**config.mk**
```make
export PLATFORM = sky130hd
export DESIGN_NAME = seg7_multi_display
export DESIGN_NICKNAME = d
export VERILOG_FILES = /design/src/rtl/seg7_pkg.sv /design/src/rtl/seg7_multi_display_glyph.sv /design/src/rtl/seg7_multi_display.sv
export SDC_FILE = /design/constraint.sdc
export NUM_CORES = 1
export LEC_CHECK = 0
export CORE_ASPECT_RATIO = 2
export CORE_MARGIN = 3
export CORE_UTILIZATION = 35
export DETAILED_ROUTE_END_ITERATION = 16
export PLACE_DENSITY = 0.59
export SKIP_CTS_REPAIR_TIMING = 1
export SYNTH_ARGS = -nofsm -noshare
export SYNTH_HDL_FRONTEND = slang
export SYNTH_SLANG_ARGS = --single-unit
export TNS_END_PERCENT = 30
```
**constraint.sdc**
```tcl
create_clock -name i_clk -period 6.97 [get_ports i_clk]
set_input_delay 0.697 -clock i_clk [delete_from_list [all_inputs] [get_ports i_clk]]
set_output_delay 0.697 -clock i_clk [all_outputs]
set_load 0.005 [all_outputs]
```
**src/rtl/seg7_pkg.sv**
```systemverilog
// seg7_pkg: shared glyph constants, FSM state type and the nibble-to-glyph table.
// Glyphs are active-low with bit6..0 = segments g..a.
package seg7_pkg;
    localparam logic [6:0] GLYPH_BLANK = 7'h7F;
    localparam logic [6:0] GLYPH_DASH  = 7'h3F;

    typedef enum logic [1:0] {S_IDLE, S_CONV, S_COMMIT} state_t;

    function automatic logic [6:0] glyph_of(input logic [3:0] n);
        case (n)
            4'h0:    glyph_of = 7'h40;
            4'h1:    glyph_of = 7'h79;
            4'h2:    glyph_of = 7'h24;
            4'h3:    glyph_of = 7'h30;
            4'h4:    glyph_of = 7'h19;
            4'h5:    glyph_of = 7'h12;
            4'h6:    glyph_of = 7'h02;
            4'h7:    glyph_of = 7'h78;
            4'h8:    glyph_of = 7'h00;
            4'h9:    glyph_of = 7'h10;
            4'hA:    glyph_of = 7'h08;
            4'hB:    glyph_of = 7'h03;
            4'hC:    glyph_of = 7'h46;
            4'hD:    glyph_of = 7'h21;
            4'hE:    glyph_of = 7'h06;
            default: glyph_of = 7'h0E;
        endcase
    endfunction
endpackage

```
**src/rtl/seg7_multi_display_glyph.sv**
```systemverilog
// seg7_glyph: one digit's nibble to active-low 7-segment glyph, or blank.
//   i_nibble  digit value 0..F
//   i_blank   1 forces the blank glyph
//   o_glyph   active-low segments g..a
module seg7_glyph
    import seg7_pkg::*;
(
    input  logic [3:0] i_nibble,
    input  logic       i_blank,
    output logic [6:0] o_glyph
);
    assign o_glyph = i_blank ? GLYPH_BLANK : glyph_of(i_nibble);
endmodule

```
**src/rtl/seg7_multi_display.sv**
```systemverilog
// seg7_multi_display: binary value to multi-digit 7-segment glyphs, decimal (serial
// double-dabble) or hex, with leading-zero blanking, overflow dashes and blink.
//   i_clk       system clock, rising edge
//   i_reset     synchronous, active-low reset
//   i_value     binary value, captured on an accepted load
//   i_load      convert request, accepted only while not busy
//   i_hex_mode  captured with load: 1 = hex digits, 0 = decimal
//   i_blank_lz  captured with load: 1 = blank leading zeros
//   i_blink_en  live: 1 = blank all digits during the blink off phase
//   o_busy      conversion in progress, load ignored
//   o_done      one-cycle pulse after the glyph registers update
//   o_overflow  last committed value did not fit DIGITS digits
//   o_leds      digit i glyph at o_leds[7*i+6:7*i], active-low g..a
module seg7_multi_display
    import seg7_pkg::*;
#(
    parameter int DIGITS    = 6,
    parameter int BIN_W     = 20,
    parameter int BLINK_DIV = 25000000
) (
    input  logic                  i_clk,
    input  logic                  i_reset,
    input  logic [BIN_W-1:0]      i_value,
    input  logic                  i_load,
    input  logic                  i_hex_mode,
    input  logic                  i_blank_lz,
    input  logic                  i_blink_en,
    output logic                  o_busy,
    output logic                  o_done,
    output logic                  o_overflow,
    output logic [7*DIGITS-1:0]   o_leds
);
    localparam int DW = 4*DIGITS;
    localparam int SW = DW + 4;
    localparam int CW = $clog2(BIN_W+1);
    localparam int BW = $clog2(BLINK_DIV+1);

    state_t              r_state;
    logic [BIN_W-1:0]    r_bin;
    logic [SW-1:0]       r_bcd;
    logic [CW-1:0]       r_cnt;
    logic [BW-1:0]       r_blink_cnt;
    logic [7*DIGITS-1:0] r_glyph;
    logic                r_lost, r_hex, r_blz, r_busy, r_done, r_ovf, r_phase_off;
    logic [SW-1:0]       w_adj;
    logic [DW-1:0]       w_hex, w_digits;
    logic [DIGITS-1:0]   w_blank;
    logic [7*DIGITS-1:0] w_glyph;
    logic                w_ovf, w_wrap;

    always_comb begin
        w_adj = r_bcd;
        for (int k = 0; k < DIGITS+1; k++)
            w_adj[4*k+:4] = r_bcd[4*k+:4] >= 4'd5 ? r_bcd[4*k+:4] + 4'd3 : r_bcd[4*k+:4];
    end

    assign w_hex    = DW'(r_bin);
    assign w_digits = r_hex ? w_hex : r_bcd[DW-1:0];
    // r_lost catches digits carried beyond even the spare top digit (wide BIN_W, few DIGITS)
    assign w_ovf    = r_hex ? ((r_bin >> DW) != '0) : (r_lost || r_bcd[SW-1 -: 4] != 4'd0);
    assign w_wrap   = r_blink_cnt == BW'(BLINK_DIV-1);

    for (genvar i = 0; i < DIGITS; i++) begin : g_dig
        // blank when every digit from i upward is zero; digit 0 is always shown
        assign w_blank[i] = r_blz && (i > 0) && ((w_digits >> (4*i)) == '0);
        seg7_glyph u_glyph (
            .i_nibble (w_digits[4*i+:4]),
            .i_blank  (w_blank[i]),
            .o_glyph  (w_glyph[7*i+:7])
        );
    end

    always_ff @(posedge i_clk) begin
        if (!i_reset) begin
            r_state     <= S_IDLE;
            r_bin       <= '0;
            r_bcd       <= '0;
            r_cnt       <= '0;
            r_lost      <= 1'b0;
            r_hex       <= 1'b0;
            r_blz       <= 1'b0;
            r_busy      <= 1'b0;
            r_done      <= 1'b0;
            r_ovf       <= 1'b0;
            r_glyph     <= {DIGITS{GLYPH_BLANK}};
            r_blink_cnt <= '0;
            r_phase_off <= 1'b0;
        end else begin
            r_blink_cnt <= w_wrap ? '0 : r_blink_cnt + 1'b1;
            if (w_wrap)
                r_phase_off <= ~r_phase_off;
            r_done <= 1'b0;
            case (r_state)
                S_IDLE: if (i_load) begin
                    r_bin   <= i_value;
                    r_hex   <= i_hex_mode;
                    r_blz   <= i_blank_lz;
                    r_bcd   <= '0;
                    r_lost  <= 1'b0;
                    r_cnt   <= '0;
                    r_busy  <= 1'b1;
                    r_state <= i_hex_mode ? S_COMMIT : S_CONV;
                end
                S_CONV: begin
                    r_bcd  <= {w_adj[SW-2:0], r_bin[BIN_W-1]};
                    r_lost <= r_lost | w_adj[SW-1];
                    r_bin  <= r_bin << 1;
                    r_cnt  <= r_cnt + 1'b1;
                    if (r_cnt == CW'(BIN_W-1))
                        r_state <= S_COMMIT;
                end
                S_COMMIT: begin
                    r_glyph <= w_ovf ? {DIGITS{GLYPH_DASH}} : w_glyph;
                    r_ovf   <= w_ovf;
                    r_busy  <= 1'b0;
                    r_done  <= 1'b1;
                    r_state <= S_IDLE;
                end
                default: r_state <= S_IDLE;
            endcase
        end
    end

    assign o_busy     = r_busy;
    assign o_done     = r_done;
    assign o_overflow = r_ovf;
    assign o_leds     = (i_blink_en && r_phase_off) ? {DIGITS{GLYPH_BLANK}} : r_glyph;
endmodule
```
==> summary.md <==
| Metric | Value |
|---|---|
| Status | finished clean |
| DRT antenna net count | 0 |
| Critical path's slowest cell | dfxtp_2 |
| Largest net degree at the start of global routing | 49 |
| Clock slew at reported path FFs | 60 ps |
| Drt pass-1 iters | 5 |
| GPL Wtd Cong | 0.846 |
| Share of cells above drive strength 1 | 7.41% |
| Setup TNS | 0 ps |
| Number of inserted diodes | 0 |
| Core footprint | ~22000 um2 |
| Post-synthesis sequential area ratio | 33.0% |
| Initial antenna violation count | 0 |
| Netlist cell types | 70 |
| Synth Flop Type | dfxtp_1 |
| Top-level I/O count | between 70 and 80 |
| Synth top cells by count | dfxtp_1 (129), nor2_1 (120), nand2_1 (75) |
| # nets final | 1092 |
| Max_cap viols | 0 |
| Max stage delay on crit path | ~570 ps |
| Pwr/cell area | about 210 nW/um2 |
| Dpl hpwl | approximately 15 mm |
| Syn. warnings | 0 |
| Inst Count DP | 1267 |
| Comb pwr share | 14.1% |
| Die Span Y | 218 um |
| Internal power | about 1.4 mW |
| Vias | 6932 |
| Skew final | 12.0 ps |
| DRC Markers | 0 |
| Critical-path cell list | buf_4, inv_2, nand2_1, ha_1, and3_1, nand4_4, o41ai_4, nor4_1, o21ai_1 |
| Clock sinks | 129 |
| Largest cells by area after synthesis | dfxtp_1 (33%), ha_1 (8.5%), nor2_1 (5.8%) |
| GRT overflow | 0 |
| R2r worst-path depth | 9 |
| Switching Fraction | 27.0% |
| Die ar. | 24300 um2 |
| Tmin final | between 3000 and 4000 ps |
| Vias in the first global route | 7051 |
| CP Launch Point | r_hex |
| Post-synth top area share | 33.0% |
| Unrepaired setup endpoints after global routing | no |
| Slew Limit Headroom | 30.7% |
| Top-count cell post-synth | dfxtp_1 |
| Cell taking the most area after synthesis | dfxtp_1 |
| R2r startpoint | r_hex |
| First-pass GRT wire length | 34.2 mm |
| Post-Syn Area | 7830 um2 |
| Drt wl/cell | 15.8 um |
| Fin crit share | 44.8% |
| Finish-stage setup viols | 0 |
| Worst Setup Start Kind | register |
| Synth Area per Inst | between 8 and 9 um2 |
| Die Wd | about 110 um |
| Fin cells | 1298 |
| CTS tree | built |
| Ys async rst share | 0% |
| Initial cell density of the core | 36.0% |
| Seq cells post-synth | 129 |
| Total Wirelength | 20.5 mm |
| Seq pwr share | 41.5% |
| Port bufs | 70 |
| Leakage power | 3.49 nW |
| Worst Path Arrival | approximately 3500 ps |
| CTS Buffer Depth | 2 |
| Final Hold Vio Count | 0 |
| Area Growth Syn to Fin | 18.2% |
| Clk root buf | clkbuf_16 |
| Hold WC Path Type | reg2reg |
| Overall routing resource usage | 17.0% |
| DRC violation total after the first TritonRoute iteration | 381 |
| Clock Latency Late Sink | 420 ps |
| Worst setup path endpoint | r_glyph[17] |
| Net Count, Synth | 1055 |
| Placement Rows | 76 |
| Switching pwr | around 0.53 mW |
| FF-to-FF setup slack | 3850 ps |
| DR vias/cell | ~5.3 |
| Max Freq | 0.321 GHz |
| Worst IR drop on VDD | 0.159 mV |
| Clock power share | between 40% and 50% |
| Critical setup path kind | reg2reg |
| Worst Max-Slew Pin Slew | 1040 ps |
| Inserted Clock Buffers | 17 |
| Post-synth EDFFs | 0 |
| Crit. End Element | register |
| Post-synthesis cell count | 976 |
| H-tree level count | 4 |
| Worst EP required | 7320 ps |
| Pins over their slew limit | 0 |
| R2r endpoint | r_glyph[17] |
| Filler cells | roughly 2200 |
| Crit path max fanout | 48 |
-- cell usage in the layout, fill, tap and decap left out, types with 11 or more instances in the layout --
cell	Yosys	final
dfxtp_1	129	128
nor2_1	120	120
nand2_1	75	75
clkdlybuf4s50_1	0	70
a21oi_1	66	66
o21ai_0	60	60
nand2b_1	55	55
ha_1	53	53
inv_1	45	44
nor3_1	30	30
nand3_1	27	27
xor2_1	26	26
mux2i_1	21	21
o22ai_1	21	21
o21ai_1	18	17
clkbuf_16	0	17
mux2_2	13	13
xnor2_1	13	13
a31oi_1	13	13
a22oi_1	11	11
-- layer usage --
metal	track usage [%]	wire length, um
met5	0	0
met4	9.05	756
met3	2.58	531
met2	31.7	11000
met1	18.1	8260
-- critical path, delay by kind of cell, from the launching register on --
kind | cells | cell delay (ps)
AND/OR/NAND/NOR | 4 | 750
flip-flops | 1 | 570
buffers and inverters | 2 | 780
AO/OA/AOI/OAI | 2 | 690
adder cells (fa/ha/maj) | 1 | 250
-- how the worst min path moves through the flow --
stage / startpoint / to / slack [ps] / depth (start not counted)
6_report: r_glyph[6] / r_glyph[6] / 460 / 2
5_1_grt: r_glyph[6] / r_glyph[6] / 480 / 2
4_1_cts: o_busy / o_busy / 460 / 2
3_5_place_dp: r_glyph[6] / r_glyph[6] / 450 / 2
3_3_place_gp: r_glyph[34] / r_glyph[34] / 450 / 2
2_1_floorplan: r_glyph[6] / r_glyph[6] / 430 / 2
-- stage by stage --
step                      hold slack, ps  util (%)  power (mW)  setup slack, ps  instance area [um2]
after detailed placement             452      39.9        1.11             3840                 8680
after floorplan                      428         -       0.999             4560                 7830
final                                462      42.5        1.97             3850                 9260
after global routing                 480      42.5        2.06             3570                 9260
after CTS                            463      42.5        2.00             3830                 9260
after global placement               446      39.9        1.11             3930                 8680
-- kinds of logic after synthesis --
| group | synth area share, % |
|---|---|
| compound gates | 20.2 |
| xor+xnor | 4.36 |
| fa+ha+maj | 8.47 |
| buf+inv | 5.59 |
| flops | 33.0 |
| mux | 6.50 |
| simple gates | 21.9 |
-- state kept, by name, indices dropped and copies added, names as in the netlist, 2 cells and up --
register / flops
r_bcd: 28
r_bin: 20
r_blink_cnt: 25
r_cnt: 5
r_glyph: 42
r_state: 2
-- power by group through the flow --
stage          Clock, mW  Sequential [mW]  Combinational, mW
2_1_floorplan          0            0.813              0.186
3_3_place_gp           0            0.834              0.278
3_5_place_dp           0            0.834              0.280
4_1_cts            0.898            0.818              0.281
5_1_grt            0.925            0.824              0.310
6_report           0.875            0.819              0.278
-- layout make-up --
cell class | count | area [um2] | area share [%]
Timing Repair Buffer | 79 | 768 | 8.30
Multi-Input combinational cell | 740 | 4820 | 52.0
Inverter | 46 | 173 | 1.86
Clock buffer | 19 | 443 | 4.78
Tap cell | 273 | 342 | 3.69
Clock inverter | 12 | 134 | 1.45
Sequential cell | 129 | 2580 | 27.9
Note: power is estimated with default switching activity, not from simulation.
